File: src/rtl/uart_tx_arbiter_if.sv
// Bundle of the requester side and transmitter side signals of uart_tx_arbiter.
// master is the arbiter view; slave is the view of the surrounding environment.
interface uart_tx_arbiter_if #(
    parameter int unsigned NUM_CH = 4
);
    logic                  i_en;
    logic [NUM_CH*8-1:0]   i_ch_data;
    logic [NUM_CH-1:0]     i_ch_valid;
    logic [NUM_CH-1:0]     i_ch_last;
    logic [NUM_CH-1:0]     o_ch_ready;
    logic [NUM_CH-1:0]     o_grant;
    logic                  o_busy;
    logic [7:0]            o_tx_data;
    logic                  o_tx_valid;
    logic                  i_tx_ready;

    modport master (
        input  i_en, i_ch_data, i_ch_valid, i_ch_last, i_tx_ready,
        output o_ch_ready, o_grant, o_busy, o_tx_data, o_tx_valid
    );

    modport slave (
        output i_en, i_ch_data, i_ch_valid, i_ch_last, i_tx_ready,
        input  o_ch_ready, o_grant, o_busy, o_tx_data, o_tx_valid
    );
endinterface

File: src/rtl/uart_tx_arbiter.sv
// Round-robin, packet-locked scheduler sharing one UART transmitter among NUM_CH byte streams.
// Byte acceptance is inferred from the transmitter's ready dropping while a byte is offered.
module uart_tx_arbiter #(
    parameter int unsigned NUM_CH    = 4,
    parameter int unsigned CH_W      = 2,
    parameter int unsigned MAX_BURST = 16
) (
    input  logic               i_u_clk,
    input  logic               i_u_rst_n,
    uart_tx_arbiter_if.master  bus
);

    localparam int unsigned BW = $clog2(MAX_BURST + 1);

    typedef enum logic [1:0] {IDLE, FETCH, SEND, DRAIN} state_t;

    state_t              state, state_n;
    logic [NUM_CH-1:0]   grant, grant_n;
    logic [CH_W-1:0]     gidx, gidx_n;
    logic [CH_W-1:0]     last_grant, last_grant_n;
    logic [BW-1:0]       burst, burst_n;
    logic                r_last, r_last_n;
    logic [7:0]          tx_data, tx_data_n;
    logic                tx_valid, tx_valid_n;
    logic [CH_W-1:0]     sel;
    logic                sel_found;
    logic [7:0]          ch_byte [NUM_CH];

    for (genvar k = 0; k < int'(NUM_CH); k++) begin : g_unpack
        assign ch_byte[k] = bus.i_ch_data[8*k +: 8];
    end

    // First valid channel after the previous owner, wrapping modulo NUM_CH.
    always_comb begin
        sel       = '0;
        sel_found = 1'b0;
        for (int unsigned i = 1; i <= NUM_CH; i++) begin
            if (!sel_found && bus.i_ch_valid[CH_W'((32'(last_grant) + i) % NUM_CH)]) begin
                sel_found = 1'b1;
                sel       = CH_W'((32'(last_grant) + i) % NUM_CH);
            end
        end
    end

    always_comb begin
        state_n      = state;
        grant_n      = grant;
        gidx_n       = gidx;
        last_grant_n = last_grant;
        burst_n      = burst;
        r_last_n     = r_last;
        tx_data_n    = tx_data;
        tx_valid_n   = tx_valid;
        unique case (state)
            IDLE: begin
                if (bus.i_en && (|bus.i_ch_valid) && bus.i_tx_ready && sel_found) begin
                    grant_n = NUM_CH'(1) << sel;
                    gidx_n  = sel;
                    burst_n = '0;
                    state_n = FETCH;
                end
            end
            FETCH: begin
                if (bus.i_ch_valid[gidx]) begin
                    tx_data_n  = ch_byte[gidx];
                    r_last_n   = bus.i_ch_last[gidx];
                    tx_valid_n = 1'b1;
                    state_n    = SEND;
                end
            end
            SEND: begin
                // Ready falling while the byte is offered is the acceptance event.
                if (!bus.i_tx_ready) begin
                    tx_valid_n = 1'b0;
                    burst_n    = burst + BW'(1);
                    state_n    = DRAIN;
                end
            end
            DRAIN: begin
                if (bus.i_tx_ready) begin
                    if (r_last || (burst == BW'(MAX_BURST))) begin
                        last_grant_n = gidx;
                        grant_n      = '0;
                        state_n      = IDLE;
                    end else begin
                        state_n = FETCH;
                    end
                end
            end
            default: state_n = IDLE;
        endcase
    end

    always_ff @(posedge i_u_clk or negedge i_u_rst_n) begin
        if (!i_u_rst_n) begin
            state      <= IDLE;
            grant      <= '0;
            gidx       <= '0;
            last_grant <= CH_W'(NUM_CH - 1);
            burst      <= '0;
            r_last     <= 1'b0;
            tx_data    <= '0;
            tx_valid   <= 1'b0;
        end else begin
            state      <= state_n;
            grant      <= grant_n;
            gidx       <= gidx_n;
            last_grant <= last_grant_n;
            burst      <= burst_n;
            r_last     <= r_last_n;
            tx_data    <= tx_data_n;
            tx_valid   <= tx_valid_n;
        end
    end

    // ready and busy decode from registered state only, never from inputs.
    assign bus.o_ch_ready = (state == FETCH) ? grant : '0;
    assign bus.o_busy     = (state != IDLE);
    assign bus.o_grant    = grant;
    assign bus.o_tx_data  = tx_data;
    assign bus.o_tx_valid = tx_valid;

endmodule

File: src/flat_wrapper.sv
// flat-port wrapper written by rule: the top's interface ports become plain ports
module uart_tx_arbiter_flat 
#(
    parameter int unsigned NUM_CH    = 4,
    parameter int unsigned CH_W      = 2,
    parameter int unsigned MAX_BURST = 16
)
  (i_u_clk, i_u_rst_n, bus_i_en, bus_i_ch_data, bus_i_ch_valid, bus_i_ch_last, bus_i_tx_ready, bus_o_ch_ready, bus_o_grant, bus_o_busy, bus_o_tx_data, bus_o_tx_valid);
  uart_tx_arbiter_if #(.NUM_CH(NUM_CH)) bus_i ();
  input  logic i_u_clk;
  input  logic i_u_rst_n;
  input wire logic [$bits(bus_i.i_en)-1:0] bus_i_en;
  input wire logic [$bits(bus_i.i_ch_data)-1:0] bus_i_ch_data;
  input wire logic [$bits(bus_i.i_ch_valid)-1:0] bus_i_ch_valid;
  input wire logic [$bits(bus_i.i_ch_last)-1:0] bus_i_ch_last;
  input wire logic [$bits(bus_i.i_tx_ready)-1:0] bus_i_tx_ready;
  output wire logic [$bits(bus_i.o_ch_ready)-1:0] bus_o_ch_ready;
  output wire logic [$bits(bus_i.o_grant)-1:0] bus_o_grant;
  output wire logic [$bits(bus_i.o_busy)-1:0] bus_o_busy;
  output wire logic [$bits(bus_i.o_tx_data)-1:0] bus_o_tx_data;
  output wire logic [$bits(bus_i.o_tx_valid)-1:0] bus_o_tx_valid;
  assign bus_i.i_en = bus_i_en;
  assign bus_i.i_ch_data = bus_i_ch_data;
  assign bus_i.i_ch_valid = bus_i_ch_valid;
  assign bus_i.i_ch_last = bus_i_ch_last;
  assign bus_i.i_tx_ready = bus_i_tx_ready;
  assign bus_o_ch_ready = bus_i.o_ch_ready;
  assign bus_o_grant = bus_i.o_grant;
  assign bus_o_busy = bus_i.o_busy;
  assign bus_o_tx_data = bus_i.o_tx_data;
  assign bus_o_tx_valid = bus_i.o_tx_valid;
  uart_tx_arbiter #(.NUM_CH(NUM_CH), .CH_W(CH_W), .MAX_BURST(MAX_BURST)) u_core (.i_u_clk(i_u_clk), .i_u_rst_n(i_u_rst_n), .bus(bus_i));
endmodule
File: config.mk
export PLATFORM = sky130hd
export DESIGN_NAME = uart_tx_arbiter_flat
export DESIGN_NICKNAME = d
export VERILOG_FILES = /design/src/rtl/uart_tx_arbiter_if.sv /design/src/rtl/uart_tx_arbiter.sv /design/src/flat_wrapper.sv
export SDC_FILE = /design/constraint.sdc
export NUM_CORES = 1
export LEC_CHECK = 0
export ABC_CLOCK_PERIOD_IN_PS = 3900
export CAP_MARGIN = 40
export CORE_AREA = 5 5 74 76
export DETAILED_ROUTE_END_ITERATION = 6
export DIE_AREA = 0 0 79 81
export SLEW_MARGIN = 15
export SYNTH_ARGS = -nofsm -noshare
export SYNTH_HDL_FRONTEND = slang
export SYNTH_SLANG_ARGS = --single-unit
File: constraint.sdc
create_clock -name i_u_clk -period 3.9 [get_ports i_u_clk]
set_clock_uncertainty 0.2 [all_clocks]
set_input_delay 0.78 -clock i_u_clk [delete_from_list [all_inputs] [get_ports i_u_clk]]
set_output_delay 0.78 -clock i_u_clk [all_outputs]
set_load 0.03 [all_outputs]
==> flow_summary.yaml <==
synthesis:
  synthDistinctLibCells: 38
  synth_edf_count: 0
  synth-seq-cells: 25
  yosys_warnings: 0
  syn_inst: 135
  ys_async_sr_fraction_pct: 100.0
  syn_area_per_cell_um2: 11.70
  ys.flop_type: "dfrtp_1"
  syn_area_um2: 1579
  synth_nets: 186
  ys_seq_area_share_pct: 39.78
timing:
  setup_viol: 0
  tightest_slew_ns: 0.7073
  min_period_ns: 2.982
  tns_ns: 0
  hold_viol: 0
  max_freq_ghz: 0.3354
  slew_violations: 0
  grt_setup_unrepaired: "no"
  fin_crit_sh_pct: 76.46
  relSlewSlack_pct: 52.48
clocking:
  holdBufCountCts: 0
  cts_made_buffers: 3
  clk_pin_slew_ns: 0.08
  cts.sinks: 25
  clock_path_buffers: 2
  cts_setup_buffers: 0
  cts_tree: "yes"
  clock_latency_ns: 0.27
  root_buffer: "clkbuf_8"
  cts_htree_levels: 1
  ctsResizeCount: 0
layout:
  nets: 250
  n_fill_cell: 419
  antenna_cells: 0
  drive_above_1_share_pct: 18.69
  syn_to_final_growth_pct: 45.56
route:
  drc_errors: 0
  drt_iter0_drc: 74
  vias: 1306
  drtPass1Iterations: 4
  vias_per_cell: 5.183
  wl_um: 4133
  wire_per_inst_um: 16.40
  postRouteAntennaNets: 0
global_routing:
  antenna_found_initial: 0
  grt_pass1_vias: 1397
  grt_usage_pct: 13.57
  gr-total-overflow: 0
  grt_max_degree: 26
  grt_pass1_wl_um: 6831
die:
  num_rows: 25
  start_util_pct: 33.88
  die_h_um: 81
  die_w_um: 79
  coreArea_um2: 4661
  io_pins: 62
  dieArea_um2: 6399
critical_path:
  path_cells: "inv_1 > ha_1 > and2_1 > clkdlybuf4s50_1"
  crit_required_ns: 2.92
  critPathMaxFanout: 8
  path_class: "reg -> out"
  crit_buf_inv: 2
  cpMaxStageDelayCell: "clkdlybuf4s50_1"
  cp-startpoint: "u_core.state[1]$_DFFE_PN0P_"
  cp-end-kind: "output port"
  arrival_ns: 2.00
  critPathTopFamily: "buffers and inverters"
  r2r_start: "u_core.gidx[1]$_DFFE_PN0P_"
  cp-start-kind: "register"
  slowest_delay_ns: 0.67
job:
  drv_cap: 0
pwr:
  ir_worst_vdd_mv: 0.2751
  total_power_mw: 1.602
  leakagePower_nw: 0.9329
  power_density_nw_per_um2: 697.0
place:
  hpwl_um: 3317
  port_buffers: 61
  gp_congestion: 0.8270
worst_hold_path:
  hp-start: "u_core.bus.o_tx_data[7]$_DFFE_PN0P_"
  hold_class: "reg -> reg"
status:
  status: "completed"
==> power breakdown <==
group	switching [mW]	internal [mW]
clock	0.0845	0.0715
sequential	0.144	0.385
combinational	0.443	0.473
total	0.672	0.930
==> cell usage after synthesis (2+ instances only) <==
library cell | number | area share [%]
a21oi_1 | 3 | 0.95
and2_1 | 4 | 1.6
clkbuf_1 | 2 | 0.48
dfrtp_1 | 23 | 36
dfstp_2 | 2 | 3.3
ha_1 | 7 | 5.5
inv_1 | 8 | 1.9
mux2_2 | 17 | 12
mux4_2 | 9 | 13
nand2_1 | 4 | 0.95
nand2b_1 | 4 | 1.6
nand4_1 | 2 | 0.79
nor2_1 | 13 | 3.1
nor3_1 | 2 | 0.63
nor3b_1 | 2 | 0.95
o21a_1 | 3 | 1.4
o21ai_0 | 4 | 1.3
o41ai_1 | 3 | 1.7
or2_1 | 2 | 0.79
xor2_1 | 3 | 1.7
==> path summary, 6_finish.rpt <==
kind	slack, ns	cells after the start	end
setup / recovery	0.92	4	bus_o_ch_ready[0]
hold / removal	0.32	1	u_core.bus.o_tx_data[7]$_DFFE_PN0P_
setup reg to reg	1.62	4	u_core.bus.o_tx_data[2]$_DFFE_PN0P_
hold reg to reg	0.32	1	u_core.bus.o_tx_data[7]$_DFFE_PN0P_
max in group asynchronous	2.54	2	u_core.last_grant[1]$_DFFE_PN1P_
min in group asynchronous	0.66	2	u_core.bus.o_tx_valid$_DFFE_PN0P_
==> sequential cells by signal, summed over array words and instances, names as in the netlist <==
name and cells:
u_core.bus.o_grant 4, u_core.r_last 1, u_core.gidx 2, u_core.bus.o_tx_data 8
u_core.bus.o_tx_valid 1, u_core.burst 5, u_core.last_grant 2, u_core.state 2
==> routing by layer <==
| layer | routed length [µm] | part of all wire [%] | up-vias | GRT usage (%) |
|---|---|---|---|---|
| met4 | 46 | 1.1 | 0 | 3.780 |
| met5 | 0 | 0 | - | 0 |
| met3 | 213 | 5.2 | 6 | 3.215 |
| li1 | - | - | 631 | - |
| met1 | 1822 | 44 | 637 | 17.93 |
| met2 | 2050 | 50 | 32 | 22.31 |
==> worst register-to-register path, delay by kind of cell, from the launching register on <==
kind	cells	cell delay, ns
mux	3	1.07
flops	1	0.69
simple gates	1	0.20
==> metrics by stage <==
step           hold WS (ns)  util (%)  setup WS, ns  cells  area [µm²]
5_1_grt              0.3479     49.32        0.7948    252        2298
4_1_cts              0.3206     49.32        0.8774    252        2298
3_3_place_gp         0.2871     48.32         1.067    248        2252
6_report             0.3169     49.32        0.9181    252        2298
2_1_floorplan        0.2844         -         1.673    135        1579
3_5_place_dp         0.2983     48.32         1.005    248        2252
==> cell type report <==
type,instances,area (µm²),area share [%]
clock inverter,1,5.005,0.2177
clock buffer,3,41.29,1.796
multi-input combinational,99,908.4,39.52
inverter,8,30.03,1.306
timing repair buffer,62,618.1,26.89
tap,54,67.56,2.940
sequential,25,628.1,27.33
==> cells in the final DEF, fill, tap and decap left out, drive strengths merged <==
master / Yosys / routed
ha: 7 / 7
o21a: 3 / 3
and2: 4 / 4
o21ai: 6 / 6
mux2i: 1 / 1
nor4bb: 1 / 1
nand4: 2 / 2
clkinv: 0 / 1
a32oi: 1 / 1
clkbuf: 2 / 3
nor3b: 2 / 2
a211o: 1 / 1
mux4: 9 / 9
xor2: 3 / 3
nand2: 5 / 5
nor3: 2 / 2
dfstp: 2 / 2
dfrtp: 23 / 23
a21oi: 3 / 3
clkdlybuf4s50: 0 / 61
o31ai: 1 / 1
mux2: 18 / 18
inv: 8 / 8
o211ai: 1 / 1
a31o: 1 / 1
o22ai: 1 / 1
nor2: 13 / 13
nand2b: 4 / 4
o41a: 1 / 1
buf: 1 / 1
or2: 2 / 2
a311oi: 1 / 1
and4: 1 / 1
a41o: 1 / 1
a221oi: 1 / 1
o41ai: 3 / 3
==> logic make-up (layout without fill, tap and decap cells) <==
kind of cell             count (synthesis)  count (layout)  share of synthesized area [%]
AO/OA/AOI/OAI                           25              25                          12.04
flip-flops                              25              25                          39.78
adder cells (fa/ha/maj)                  7               7                          5.546
AND/OR/NAND/NOR                         36              36                          11.96
buffers and inverters                   11              74                          2.694
XOR/XNOR                                 3               3                          1.664
multiplexers                            28              28                          26.31
Note: power is estimated with default switching activity, not from simulation.
==> RTL change, RTL diff (same settings) <==
`MAX_BURST` is set to 16 in 2 places; all go to 32.
--- a/src/rtl/uart_tx_arbiter.sv
+++ b/src/rtl/uart_tx_arbiter.sv
@@ -3,7 +3,7 @@
 module uart_tx_arbiter #(
     parameter int unsigned NUM_CH    = 4,
     parameter int unsigned CH_W      = 2,
-    parameter int unsigned MAX_BURST = 16
+    parameter int unsigned MAX_BURST = 32
 ) (
     input  logic               i_u_clk,
     input  logic               i_u_rst_n,
--- a/src/flat_wrapper.sv
+++ b/src/flat_wrapper.sv
@@ -3,7 +3,7 @@
 #(
     parameter int unsigned NUM_CH    = 4,
     parameter int unsigned CH_W      = 2,
-    parameter int unsigned MAX_BURST = 16
+    parameter int unsigned MAX_BURST = 32
 )
   (i_u_clk, i_u_rst_n, bus_i_en, bus_i_ch_data, bus_i_ch_valid, bus_i_ch_last, bus_i_tx_ready, bus_o_ch_ready, bus_o_grant, bus_o_busy, bus_o_tx_data, bus_o_tx_valid);
   uart_tx_arbiter_if #(.NUM_CH(NUM_CH)) bus_i ();
Function: no difference found for any inputs over 4 cycles, from zero or initial values and one cycle with i_u_rst_n low; that may be too few to reach the edited logic, so the function may still have changed.
==> RTL change against the unedited design <==
- wire length is 7.8% higher
- final area rose by 3.1%
- sequential cell count grew 1
- synthesized cell count up 5.2%
- register-to-register slack lost 0.06 ns
- power rose by 0.18%
- setup slack gained 0.059 ns
- combinational power is 0.4% higher
- area after synthesis increased by 4.9%
- critical path type unchanged
- critical endpoint is now bus_o_ch_ready[2]
- largest cell class unchanged
==> RTL change: results (changes against the unedited design) <==
Worst setup path
  • CP Data Arrival Time: 1.94 ns (-0.06 ns)
  • R2R cell count: 3 (-1)
  • R2R Setup Slk: 1.56 ns (-0.06 ns)
  • Top fanout value on the critical path: 7 (-1)
  • Worst R2R End: u_core.bus.o_tx_data[5]

Yosys
  • Yosys cell types: 44 (+16%)
  • Register area share after synthesis: 39.4% (-0.35 points)
  • Syn nets: 193 (+3.8%)
  • Syn Inst Count: 142 (+5.2%)

Finish
  • Nets: 256 (+2.4%)
  • Multi-input gate area: 960 sq um (+5.6%)
  • Fillers: 418 (-0.24%)
  • Fraction of layout instances using a drive strength above 1: 17.2% (-1.5 points)
  • N_diodes: 0 (unchanged)

Drt
  • Met2 WL: 2.55 mm (+25%)
  • M1 wire length: 1.71 mm (-6.3%)
  • Vias: 1388 (+6.3%)
  • Wire per inst: 17.3 microns (+5.3%)
  • Starting DRT DRC Count: 25 (-66%)

Timing
  • Hold_ws: 0.310 ns (-0.00700 ns)
  • Worst Tran Pin Value: 0.848 ns (+0.141 ns)

GRT
  • First-pass GRT wire length: 7.13 mm (+4.3%)
  • GRT Overall Usage: 14.4% (+0.85 points)
  • M2 GR Usage: 27.0% (+4.7 points)
  • Global Route met1 Usage: 16.4% (-1.5 points)
  • Met3 GRT Util: 2.22% (-1.0 points)
  • Number of global-route vias before repair: 1489 (+6.6%)
  • Largest net degree at the start of global routing: 27 (+3.8%)

Power
  • Max IR drop VDD: 0.000308 V (+12%)
  • Lkg Pwr: 0.000922 uW (-1.2%)
  • Internal power: 936 uW (+0.59%)

Placed design
  • Hpwl dp: 3.67 mm (+11%)
  • Cell count after placement: 254 (+2.4%)
  • RD Place Congestion: 0.849 (+2.7%)
  • Placed inst area: 2320 sq um (+3.2%)
  • Post-place setup slack: 0.880 ns (-0.125 ns)

Status
  • Status: finished clean
[RTL change: final cells by class]
type	count	area share, %
clock buffers	4	1.90
inverters	7	1.11
flip-flops and latches	26	27.6
well taps	54	2.85
repair buffers	62	26.1
multi-input cells	105	40.5
[RTL change: worst max path at each step]
stage                            from                 to  slack (ns)  cells past startpoint
floorplan           bus_i_ch_valid[1]    u_core.state[1]        1.49                      5
finish                u_core.state[1]  bus_o_ch_ready[2]        0.98                      4
detailed placement  bus_i_ch_valid[1]    u_core.state[1]        0.88                      5
global placement    bus_i_ch_valid[1]    u_core.state[1]        0.97                      5
CTS                   u_core.state[1]  bus_o_ch_ready[2]        0.95                      4
global route          u_core.state[0]         bus_o_busy        0.89                      4
[RTL change: logic make-up (layout without fill, tap and decap cells)]
family	Yosys count	count (layout)	share of synthesized area, %
compound gates	35	35	15.3
flops	26	26	39.4
buf+inv	11	73	2.64
simple gates	39	39	14.0
mux	24	24	23.3
fa+ha+maj	7	7	5.29
